$ cat config.mk
export PLATFORM = sky130hd
export DESIGN_NAME = cpu_datapath_p_flat
export DESIGN_NICKNAME = d
export VERILOG_FILES = /design/src/rtl/cpu_datapath_p_if.sv /design/src/rtl/cpu_datapath_p.sv /design/src/flat_wrapper.sv
export SDC_FILE = /design/constraint.sdc
export NUM_CORES = 1
export LEC_CHECK = 0
export CORE_MARGIN = 3
export CORE_UTILIZATION = 60
export DETAILED_ROUTE_END_ITERATION = 10
export PLACE_DENSITY = 0.81
export SLEW_MARGIN = 20
export SYNTH_ARGS = -nofsm -noshare
export SYNTH_HDL_FRONTEND = slang
export SYNTH_SLANG_ARGS = --single-unit
$ cat constraint.sdc
create_clock -name clk -period 5.2 [get_ports clk]
set_clock_uncertainty 0.15 [all_clocks]
set_input_delay 1.04 -clock clk [delete_from_list [all_inputs] [get_ports clk]]
set_output_delay 1.04 -clock clk [all_outputs]
set_load 0.01 [all_outputs]
$ cat src/rtl/cpu_datapath_p_if.sv
// cpu_datapath_p_if: memory bus and multiplier handshake between the datapath and its controller.
// master is the datapath side; slave is the memory/sequencer side.
interface cpu_datapath_p_if #(
    parameter int unsigned WIDTH = 16
);
    logic [WIDTH-1:0] i_mem_rddata;
    logic [WIDTH-1:0] o_mem_addr;
    logic [WIDTH-1:0] o_mem_wrdata;
    logic             mul_start;
    logic             mul_busy;
    logic             mul_done;

    modport master (
        input  i_mem_rddata, mul_start,
        output o_mem_addr, o_mem_wrdata, mul_busy, mul_done
    );

    modport slave (
        output i_mem_rddata, mul_start,
        input  o_mem_addr, o_mem_wrdata, mul_busy, mul_done
    );
endinterface

$ cat src/rtl/cpu_datapath_p.sv
// cpu_datapath_p: GPR file, A/S/PC/IR/ADDR/WRDATA registers, 4-op ALU with flags.
// Define CPU_DATAPATH_P_MUL_EN to build the shift-add multiplier and its M register (bus source 7).
module cpu_datapath_p #(
    parameter int unsigned WIDTH   = 16,
    parameter int unsigned NREGS   = 8,
    parameter int unsigned PC_STEP = 2
) (
    input  logic                clk,
    input  logic                reset,
    cpu_datapath_p_if.master    io,
    input  logic [2:0]          sel,
    input  logic [1:0]          alu_op,
    input  logic                pc_incr,
    input  logic [NREGS+6:0]    r_enable,
    output logic [WIDTH-1:0]    instruction,
    output logic                N,
    output logic                Z,
    output logic                C,
    output logic                V
);
    localparam int unsigned RB     = $clog2(NREGS);
    localparam int unsigned E_A    = NREGS;
    localparam int unsigned E_S    = NREGS + 1;
    localparam int unsigned E_F    = NREGS + 2;
    localparam int unsigned E_IR   = NREGS + 3;
    localparam int unsigned E_ADDR = NREGS + 4;
    localparam int unsigned E_WR   = NREGS + 5;
    localparam int unsigned E_PC   = NREGS + 6;

    logic [WIDTH-1:0] gpr [NREGS];
    logic [WIDTH-1:0] a, s, pc, addr_q, wrdata_q;
    logic [WIDTH-1:0] bus_val, sel7_val, imm8, imm11;
    logic [WIDTH-1:0] alu_res;
    logic             alu_c, alu_v;
    logic [RB-1:0]    rx, ry;

    assign rx    = instruction[5 +: RB];
    assign ry    = instruction[5+RB +: RB];
    assign imm8  = {{8{instruction[WIDTH-1]}}, instruction[WIDTH-1:8]};
    // The left shift is part of imm11 itself; bus source 5 applies no further shift.
    assign imm11 = {{4{instruction[WIDTH-1]}}, instruction[WIDTH-1:5], 1'b0};

    always_comb begin
        bus_val = '0;
        unique case (sel)
            3'd0:    bus_val = gpr[rx];
            3'd1:    bus_val = gpr[ry];
            3'd2:    bus_val = pc;
            3'd3:    bus_val = s;
            3'd4:    bus_val = imm8;
            3'd5:    bus_val = imm11;
            3'd6:    bus_val = io.i_mem_rddata;
            default: bus_val = sel7_val;
        endcase
    end

    always_comb begin
        alu_res = '0;
        alu_c   = 1'b0;
        alu_v   = 1'b0;
        unique case (alu_op)
            2'b00: begin
                {alu_c, alu_res} = {1'b0, a} + {1'b0, bus_val};
                alu_v = (a[WIDTH-1] == bus_val[WIDTH-1]) && (alu_res[WIDTH-1] != a[WIDTH-1]);
            end
            2'b01: begin
                alu_res = a - bus_val;
                alu_c   = (a >= bus_val);
                alu_v   = (a[WIDTH-1] != bus_val[WIDTH-1]) && (alu_res[WIDTH-1] != a[WIDTH-1]);
            end
            2'b10:   alu_res = a & bus_val;
            default: alu_res = a ^ bus_val;
        endcase
    end

    always_ff @(posedge clk or negedge reset) begin
        if (!reset) begin
            for (int unsigned i = 0; i < NREGS; i++) gpr[i] <= '0;
            a           <= '0;
            s           <= '0;
            pc          <= '0;
            instruction <= '0;
            addr_q      <= '0;
            wrdata_q    <= '0;
            N           <= 1'b0;
            Z           <= 1'b0;
            C           <= 1'b0;
            V           <= 1'b0;
        end else begin
            for (int unsigned i = 0; i < NREGS; i++)
                if (r_enable[i]) gpr[i] <= bus_val;
            if (r_enable[E_A])    a           <= bus_val;
            if (r_enable[E_S])    s           <= alu_res;
            if (r_enable[E_IR])   instruction <= io.i_mem_rddata;
            if (r_enable[E_ADDR]) addr_q      <= bus_val;
            if (r_enable[E_WR])   wrdata_q    <= bus_val;
            if (r_enable[E_F]) begin
                N <= alu_res[WIDTH-1];
                Z <= (alu_res == '0);
                C <= alu_c;
                V <= alu_v;
            end
            if (r_enable[E_PC])   pc <= bus_val;
            else if (pc_incr)     pc <= pc + WIDTH'(PC_STEP);
        end
    end

    assign io.o_mem_addr   = addr_q;
    assign io.o_mem_wrdata = wrdata_q;

`ifdef CPU_DATAPATH_P_MUL_EN
    localparam int unsigned CW = $clog2(WIDTH);

    typedef enum logic [1:0] {IDLE, BUSY, DONE} mul_state_t;

    mul_state_t       state;
    logic [WIDTH-1:0] mcand, mplier, acc, acc_step, m_reg;
    logic [CW-1:0]    cnt;
    logic             busy_q, done_q;

    // Operands are private copies, so A/GPR writes mid-multiply cannot disturb the product.
    assign acc_step = mplier[0] ? acc + mcand : acc;

    always_ff @(posedge clk or negedge reset) begin
        if (!reset) begin
            state  <= IDLE;
            mcand  <= '0;
            mplier <= '0;
            acc    <= '0;
            cnt    <= '0;
            m_reg  <= '0;
            busy_q <= 1'b0;
            done_q <= 1'b0;
        end else begin
            unique case (state)
                IDLE: begin
                    done_q <= 1'b0;
                    if (io.mul_start) begin
                        mcand  <= a;
                        mplier <= bus_val;
                        acc    <= '0;
                        cnt    <= '0;
                        busy_q <= 1'b1;
                        state  <= BUSY;
                    end
                end
                BUSY: begin
                    acc    <= acc_step;
                    mcand  <= mcand << 1;
                    mplier <= mplier >> 1;
                    cnt    <= cnt + 1'b1;
                    if (cnt == CW'(WIDTH - 1)) begin
                        m_reg  <= acc_step;
                        busy_q <= 1'b0;
                        done_q <= 1'b1;
                        state  <= DONE;
                    end
                end
                default: begin
                    done_q <= 1'b0;
                    state  <= IDLE;
                end
            endcase
        end
    end

    assign io.mul_busy = busy_q;
    assign io.mul_done = done_q;
    assign sel7_val    = m_reg;
`else
    assign io.mul_busy = 1'b0;
    assign io.mul_done = 1'b0;
    assign sel7_val    = io.i_mem_rddata;
`endif

endmodule

$ cat src/flat_wrapper.sv
// flat-port wrapper written by rule: the top's interface ports become plain ports
module cpu_datapath_p_flat 
#(
    parameter int unsigned WIDTH   = 16,
    parameter int unsigned NREGS   = 8,
    parameter int unsigned PC_STEP = 2
)
  (clk, reset, sel, alu_op, pc_incr, r_enable, instruction, N, Z, C, V, io_i_mem_rddata, io_mul_start, io_o_mem_addr, io_o_mem_wrdata, io_mul_busy, io_mul_done);
  cpu_datapath_p_if #(.WIDTH(WIDTH)) io_i ();
  input  logic clk;
  input  logic reset;
  input  logic [2:0] sel;
  input  logic [1:0] alu_op;
  input  logic pc_incr;
  input  logic [NREGS+6:0] r_enable;
  output logic [WIDTH-1:0] instruction;
  output logic N;
  output logic Z;
  output logic C;
  output logic V;
  input wire logic [$bits(io_i.i_mem_rddata)-1:0] io_i_mem_rddata;
  input wire logic [$bits(io_i.mul_start)-1:0] io_mul_start;
  output wire logic [$bits(io_i.o_mem_addr)-1:0] io_o_mem_addr;
  output wire logic [$bits(io_i.o_mem_wrdata)-1:0] io_o_mem_wrdata;
  output wire logic [$bits(io_i.mul_busy)-1:0] io_mul_busy;
  output wire logic [$bits(io_i.mul_done)-1:0] io_mul_done;
  assign io_i.i_mem_rddata = io_i_mem_rddata;
  assign io_i.mul_start = io_mul_start;
  assign io_o_mem_addr = io_i.o_mem_addr;
  assign io_o_mem_wrdata = io_i.o_mem_wrdata;
  assign io_mul_busy = io_i.mul_busy;
  assign io_mul_done = io_i.mul_done;
  cpu_datapath_p #(.WIDTH(WIDTH), .NREGS(NREGS), .PC_STEP(PC_STEP)) u_core (.clk(clk), .reset(reset), .io(io_i), .sel(sel), .alu_op(alu_op), .pc_incr(pc_incr), .r_enable(r_enable), .instruction(instruction), .N(N), .Z(Z), .C(C), .V(V));
endmodule
# Yosys cells after proc, flatten, opt, wreduce, memory -nomap -nowiden
# Cells that the tools add are included.
totals:
  reg_bits: 228
  wordCells: 57
classes:
  add_sub_neg: 3
  n_lt_le_gt_ge: 3
  n_eq_ne: 11
  mux: 12
  n_bitwise: 4
  n_reduce_logical: 6
op_table:
  columns: ["op", "n"]
  rows:
  - ["16-bit binary-select mux with 3-bit select", 2]
  - ["16-bit two-way mux", 6]
  - ["16-bit one-hot mux with 6 select lines", 1]
  - ["16-bit one-hot mux with 3 select lines", 1]
  - ["16-bit by 16-bit adder with 17-bit output", 1]
  - ["16-bit by 2-bit adder with 16-bit output, second input constant", 1]
  - ["16-bit bitwise AND", 1]
  - ["16-bit greater-or-equal comparator", 1]
  - ["16-bit logical NOT", 1]
  - ["16-bit subtractor", 1]
  - ["16-bit XOR", 1]
  - ["4-bit greater-or-equal comparator, second input constant", 2]
  - ["3-bit NOT with 4-bit output", 2]
  - ["3-bit by 2-bit equality test with 1-bit output, second input constant", 2]
  - ["3-bit equality test, second input constant", 2]
  - ["1-bit one-hot mux with 2 select lines", 2]
  - ["3-bit by 1-bit equality test with 1-bit output, second input constant", 1]
  - ["3-bit logical NOT", 1]
  - ["1-bit inequality test", 3]
  - ["2-bit by 1-bit equality test with 1-bit output, second input constant", 1]
  - ["2-bit equality test, second input constant", 1]
  - ["1-bit logical AND", 2]
  - ["2-bit logical NOT", 1]
  - ["2-bit nonzero test", 1]
  - ["1-bit equality test", 1]

# Depth between registers and ports, before layout
logic_depth:
  word_depth: 9
  mapped_depth: 19
  depth_no_buf: 17

# Worst setup path after synthesis
# No wires, ideal clock.
synth_timing:
  path_kind: "input-to-reg"
  from: "in sel[2]"
  to: "reg u_core.Z"
  setup_ns: 0.065
  arrival_time_ns: 4.666
  t_required_ns: 4.985
  slack_ns: 0.319
  stages: 19
  n_path_buf: 4
  path_cell_list: "clkbuf_1 -> or3_1 -> clkbuf_1 -> clkbuf_1 -> o221ai_1 -> o22a_1 -> buf_2 -> ha_1 -> inv_1 -> fa_1 -> nor2b_1 -> o221a_4 -> o21ai_2 -> a221oi_2 -> a221o_1 -> xor2_1 -> a211o_1 -> and4b_1 -> a22o_1"
synth_via:
  elab_chain_len: 5
  word_cells_on_any_way: 13
  cone_classes: "add/sub (2); eq/ne (5); mux (2); bitwise (2); reduce/logical (2)"
synth_lines:
  columns: ["element", "line_no", "source"]
  rows:
  - ["start: declaration", "flat_wrapper.sv:12", "input logic [2:0] sel;"]
  - ["3-bit equality test, or another cell as far along", "cpu_datapath_p.sv:45", "unique case (sel)"]
  - ["16-bit one-hot mux with 6 select lines (*)", "cpu_datapath_p.sv:45", null]
  - ["net u_core.bus_val[0]", "cpu_datapath_p.sv:32", "logic [WIDTH-1:0] bus_val, sel7_val, imm8, imm11;"]
  - ["16-bit subtractor, or another cell as far along", "cpu_datapath_p.sv:67", "alu_res = a - bus_val;"]
  - ["16-bit one-hot mux with 3 select lines (*)", "cpu_datapath_p.sv:61", "unique case (alu_op)"]
  - ["16-bit logical NOT (*)", "cpu_datapath_p.sv:99", "Z <= (alu_res == '0);"]
  - ["end signal: assignment", "cpu_datapath_p.sv:99", null]
  - ["end: declaration", "cpu_datapath_p.sv:17", "output logic Z,"]
# Mark *: on every way through the listed nets, which the timed path passes. The rest lies on a longest branch.
# A chain may end at the register's enable or synchronous reset.

# Worst setup path after layout
layout_timing:
  from: "in sel[0]"
  to: "reg u_core.Z"
layout_via:
  elab_chain_len: 5
  word_cells_on_any_way: 13
  cone_classes: "add/sub (2); eq/ne (5); mux (2); bitwise (2); reduce/logical (2)"
layout_lines:
  columns: ["element", "line_no"]
  rows:
  - ["3-bit equality test, or another cell as far along", "cpu_datapath_p.sv:45"]
  - ["16-bit one-hot mux with 6 select lines (*)", "cpu_datapath_p.sv:45"]
  - ["16-bit subtractor, or another cell as far along", "cpu_datapath_p.sv:67"]
  - ["16-bit one-hot mux with 3 select lines (*)", "cpu_datapath_p.sv:61"]
  - ["16-bit logical NOT (*)", "cpu_datapath_p.sv:99"]
# Every way passes the cells marked *; elsewhere a longest branch is shown, timed or not.

==> flow_metrics.env <==
export IMPL_outcome="completed"
export IMPL_io_buffers=90
export IMPL_irDropWorstVdd_uv=281
export IMPL_cts_reportedPaths_clkPinSlew_ns=0.06
export IMPL_fin_crit_ns=5.01
export IMPL_cts_sinks=228
export IMPL_synth_cell_type_count=84
export IMPL_drt_iter0_drc=889
export IMPL_antenna_cells=0
export IMPL_finalHoldViolCount=0
export IMPL_firstDrtPassIters=5
export IMPL_hpwl_um=26000
export IMPL_cts_htree_levels=1
export IMPL_rsz0062_at_grt="no"
export IMPL_cts_resized=0
export IMPL_powerDensity_nw_per_um2=462
export IMPL_hp_class="reg2reg"
export IMPL_p_leak_uw=0.00703
export IMPL_synth_adder_area_share=0.0384
export IMPL_synthTopCellsByArea="dfrtp_1, mux2_2, mux4_2, mux2i_1, ha_1"
export IMPL_r2r_start="u_core.instruction[8]"
export IMPL_yosysTopAreaCell="dfrtp_1"
export IMPL_hp_start="u_core.io.o_mem_addr[1]"
export IMPL_routedWlPerCell_um=24.1
export IMPL_grt_pass1_vias=10800
export IMPL_report_final_slew_viol_count=0
export IMPL_rr_worst_depth=17
export IMPL_r2r_slack_ns=0.45
export IMPL_critical_path_slowest_cell="clkdlybuf4s50_1"
export IMPL_max_stage_delay_ns=0.51
export IMPL_yosysSeqAreaShare=0.415
export IMPL_critPathRequiredTime_ns=5.50
export IMPL_cp_num_cells=17
export IMPL_finalSetupViolations=0
export IMPL_pre_cts_ws_ns=-0.296
export IMPL_root_buffer="clkbuf_16"
export IMPL_viasPerCell=6.57
export IMPL_synthMuxAreaShare=0.320
export IMPL_synth_top_family_by_area="multiplexers"
export IMPL_overflow=0
export IMPL_drt_wl_total_um=38000
export IMPL_dieHeight_um=157
export IMPL_postLayoutCoreUtil=0.741
export IMPL_path_max_fanout=8
export IMPL_core_area_um2=22200
export IMPL_fin_nets=1366
export IMPL_std_cell_rows=54
export IMPL_synth_compound_gate_area_share=0.101
export IMPL_clockBufferDepth=3
export IMPL_clock_fmax_ghz=0.200
export IMPL_start_kind="input pin"
export IMPL_drive_gt1_frac=0.354
export IMPL_ios=94
export IMPL_async_flop_share=1.00
export IMPL_synth_edf_count=0
export IMPL_grt_max_degree=119
export IMPL_critPathBufInv=4
export IMPL_dieArea_um2=24800
export IMPL_vias=10400
export IMPL_worstSetupPathType="in2reg"
export IMPL_antenna_found_initial=0
export IMPL_numCtsBuffers=25
export IMPL_hold_buffers=0
export IMPL_synthMostInstantiatedCell="dfrtp_1"
export IMPL_min_delay_path_depth=1
export IMPL_synth_top_area_frac=0.415
export IMPL_worstPathArrival_ns=5.31
export IMPL_relSlewSlack=0.219
export IMPL_path_common_cell="buf_4"
export IMPL_drcViolationCount=0
export IMPL_synth_simple_gate_area_frac=0.0661
export IMPL_worst_pin_slew_ns=1.17
export IMPL_fin_crit_sh=0.963
export IMPL_timing_rr_end="u_core.Z"
export IMPL_grt_use_total=0.308
export IMPL_synth_seq_cells=228
export IMPL_ant_nets=0
export IMPL_path_cells="clkdlybuf4s50_1 -> buf_4 -> or3_1 -> buf_4 -> nor2_1 -> o22a_1 -> inv_1 -> fa_1 -> nand2b_1 -> a211oi_1 -> o21a_1 -> a221oi_2 -> mux2i_1 -> o221ai_1 -> nor4_1 -> and4b_1 -> a22o_1"
export IMPL_syn2layout_area_growth_pct=19.4
export IMPL_syn_instance_count=1143
export IMPL_initial_core_util=0.621
export IMPL_grt_pass1_wl_um=59300
export IMPL_cts_tree="done"
export IMPL_insertion_delay_ns=0.51
export IMPL_synth_xor_area_share=0.0172
export IMPL_end_kind="flip-flop"
export IMPL_netlist_top_cells_count="dfrtp_1, mux2_2, nor2_1"
export IMPL_setup_slack_ns=0.191
export IMPL_synthFlopType="dfrtp_1"
export IMPL_postCtsSetupBuffers=0
export IMPL_chipWidth_um=157
export IMPL_whs_endpoint="u_core.io.o_mem_addr[1]"
export IMPL_netlist_area_um2=13800
export IMPL_place_gp_congestion=0.925
export IMPL_drv_cap=0
export IMPL_syn_avg_cell_area_um2=12.0
export IMPL_yosys_warnings=0
export IMPL_crit_family="simple AND/OR/NAND/NOR gates"
-- power breakdown --
| part | internal, uW | switching [uW] | total, uW |
|---|---|---|---|
| clock network | 1190 | 709 | 1900 |
| logic | 1640 | 1440 | 3080 |
| registers | 2230 | 382 | 2610 |
-- worst reg2reg max path: cells and delay by family, from the launching register on --
kind	cells	cell delay [ns]
buffers and inverters	3	0.63
muxes	2	0.72
DFF	1	0.68
and+or+nand+nor	2	0.36
AOI/OAI and AO/OA	9	1.70
adders and majority gates	1	0.40
-- layout by cell type, fill, tap and decap left out, types with 4 or more instances in the layout --
master	count
or3_1	6
and2_1	4
mux2i_1	51
mux2_2	212
ha_1	39
inv_1	41
o22a_1	8
nand2b_1	7
nor2_1	71
clkbuf_1	4
clkbuf_16	25
o31ai_1	4
nor3_1	9
xnor2_1	22
nor2b_1	13
clkbuf_8	8
clkdlybuf4s50_1	89
o22ai_1	9
nand4_1	4
o221ai_1	4
dfrtp_1	226
a211o_1	4
a21oi_1	46
o32a_1	9
nand3_1	10
nand2_1	41
and3_1	4
a211oi_1	12
a21o_1	8
mux4_2	67
xor2_1	5
buf_4	120
bufinv_16	4
o21ai_0	29
nor4_1	6
-- layer usage --
layer	routed length, um	GRT usage
met1	14900	0.398
met3	2700	0.0550
met2	18900	0.520
met5	0	0
met4	1550	0.126
-- worst max-delay path by stage --
stage | start | end | slack (ns)
finish | sel[0] | u_core.Z | 0.19
global placement | sel[0] | u_core.Z | -0.22
global route | sel[0] | u_core.Z | 0.002
detailed placement | sel[0] | u_core.Z | -0.30
floorplan | sel[2] | u_core.Z | 0.32
CTS | sel[0] | u_core.Z | 0.19
-- stage by stage --
step / TNS, ns / area (um2) / power [uW] / std cells / hold slack, ns
after floorplan: 0 / 13800 / 4490 / 1144 / 0.325
after global placement: -0.924 / 15500 / 5480 / 1538 / 0.338
after detailed placement: -1.22 / 15500 / 5620 / 1538 / 0.344
after CTS: 0 / 16400 / 7560 / 1581 / 0.358
after global routing: 0 / 16400 / 7960 / 1581 / 0.367
final: 0 / 16400 / 7590 / 1581 / 0.353
-- cell type report --
class / instances / area (um2)
fill: 1445 / 5740
clock inverter: 6 / 136
multi-input combinational: 776 / 7470
sequential: 228 / 5710
clock buffer: 37 / 751
timing repair buffer: 212 / 1850
inverter: 42 / 158
tap: 280 / 350
-- flip-flops by register name, indices dropped and copies added, names as in the netlist --
register                count
u_core.s                   16
u_core.C                    1
u_core.N                    1
u_core.V                    1
u_core.gpr                128
u_core.a                   16
u_core.io.o_mem_wrdata     16
u_core.Z                    1
u_core.io.o_mem_addr       16
u_core.pc                  16
u_core.instruction         16
-- logic make-up after synthesis --
kind of cell	Yosys count
other cells	1
mux	330
flops	228
compound gates	187
xor+xnor	27
fa+ha+maj	41
buf+inv	140
simple gates	189
No activity file was read; power rests on OpenSTA's default activity.
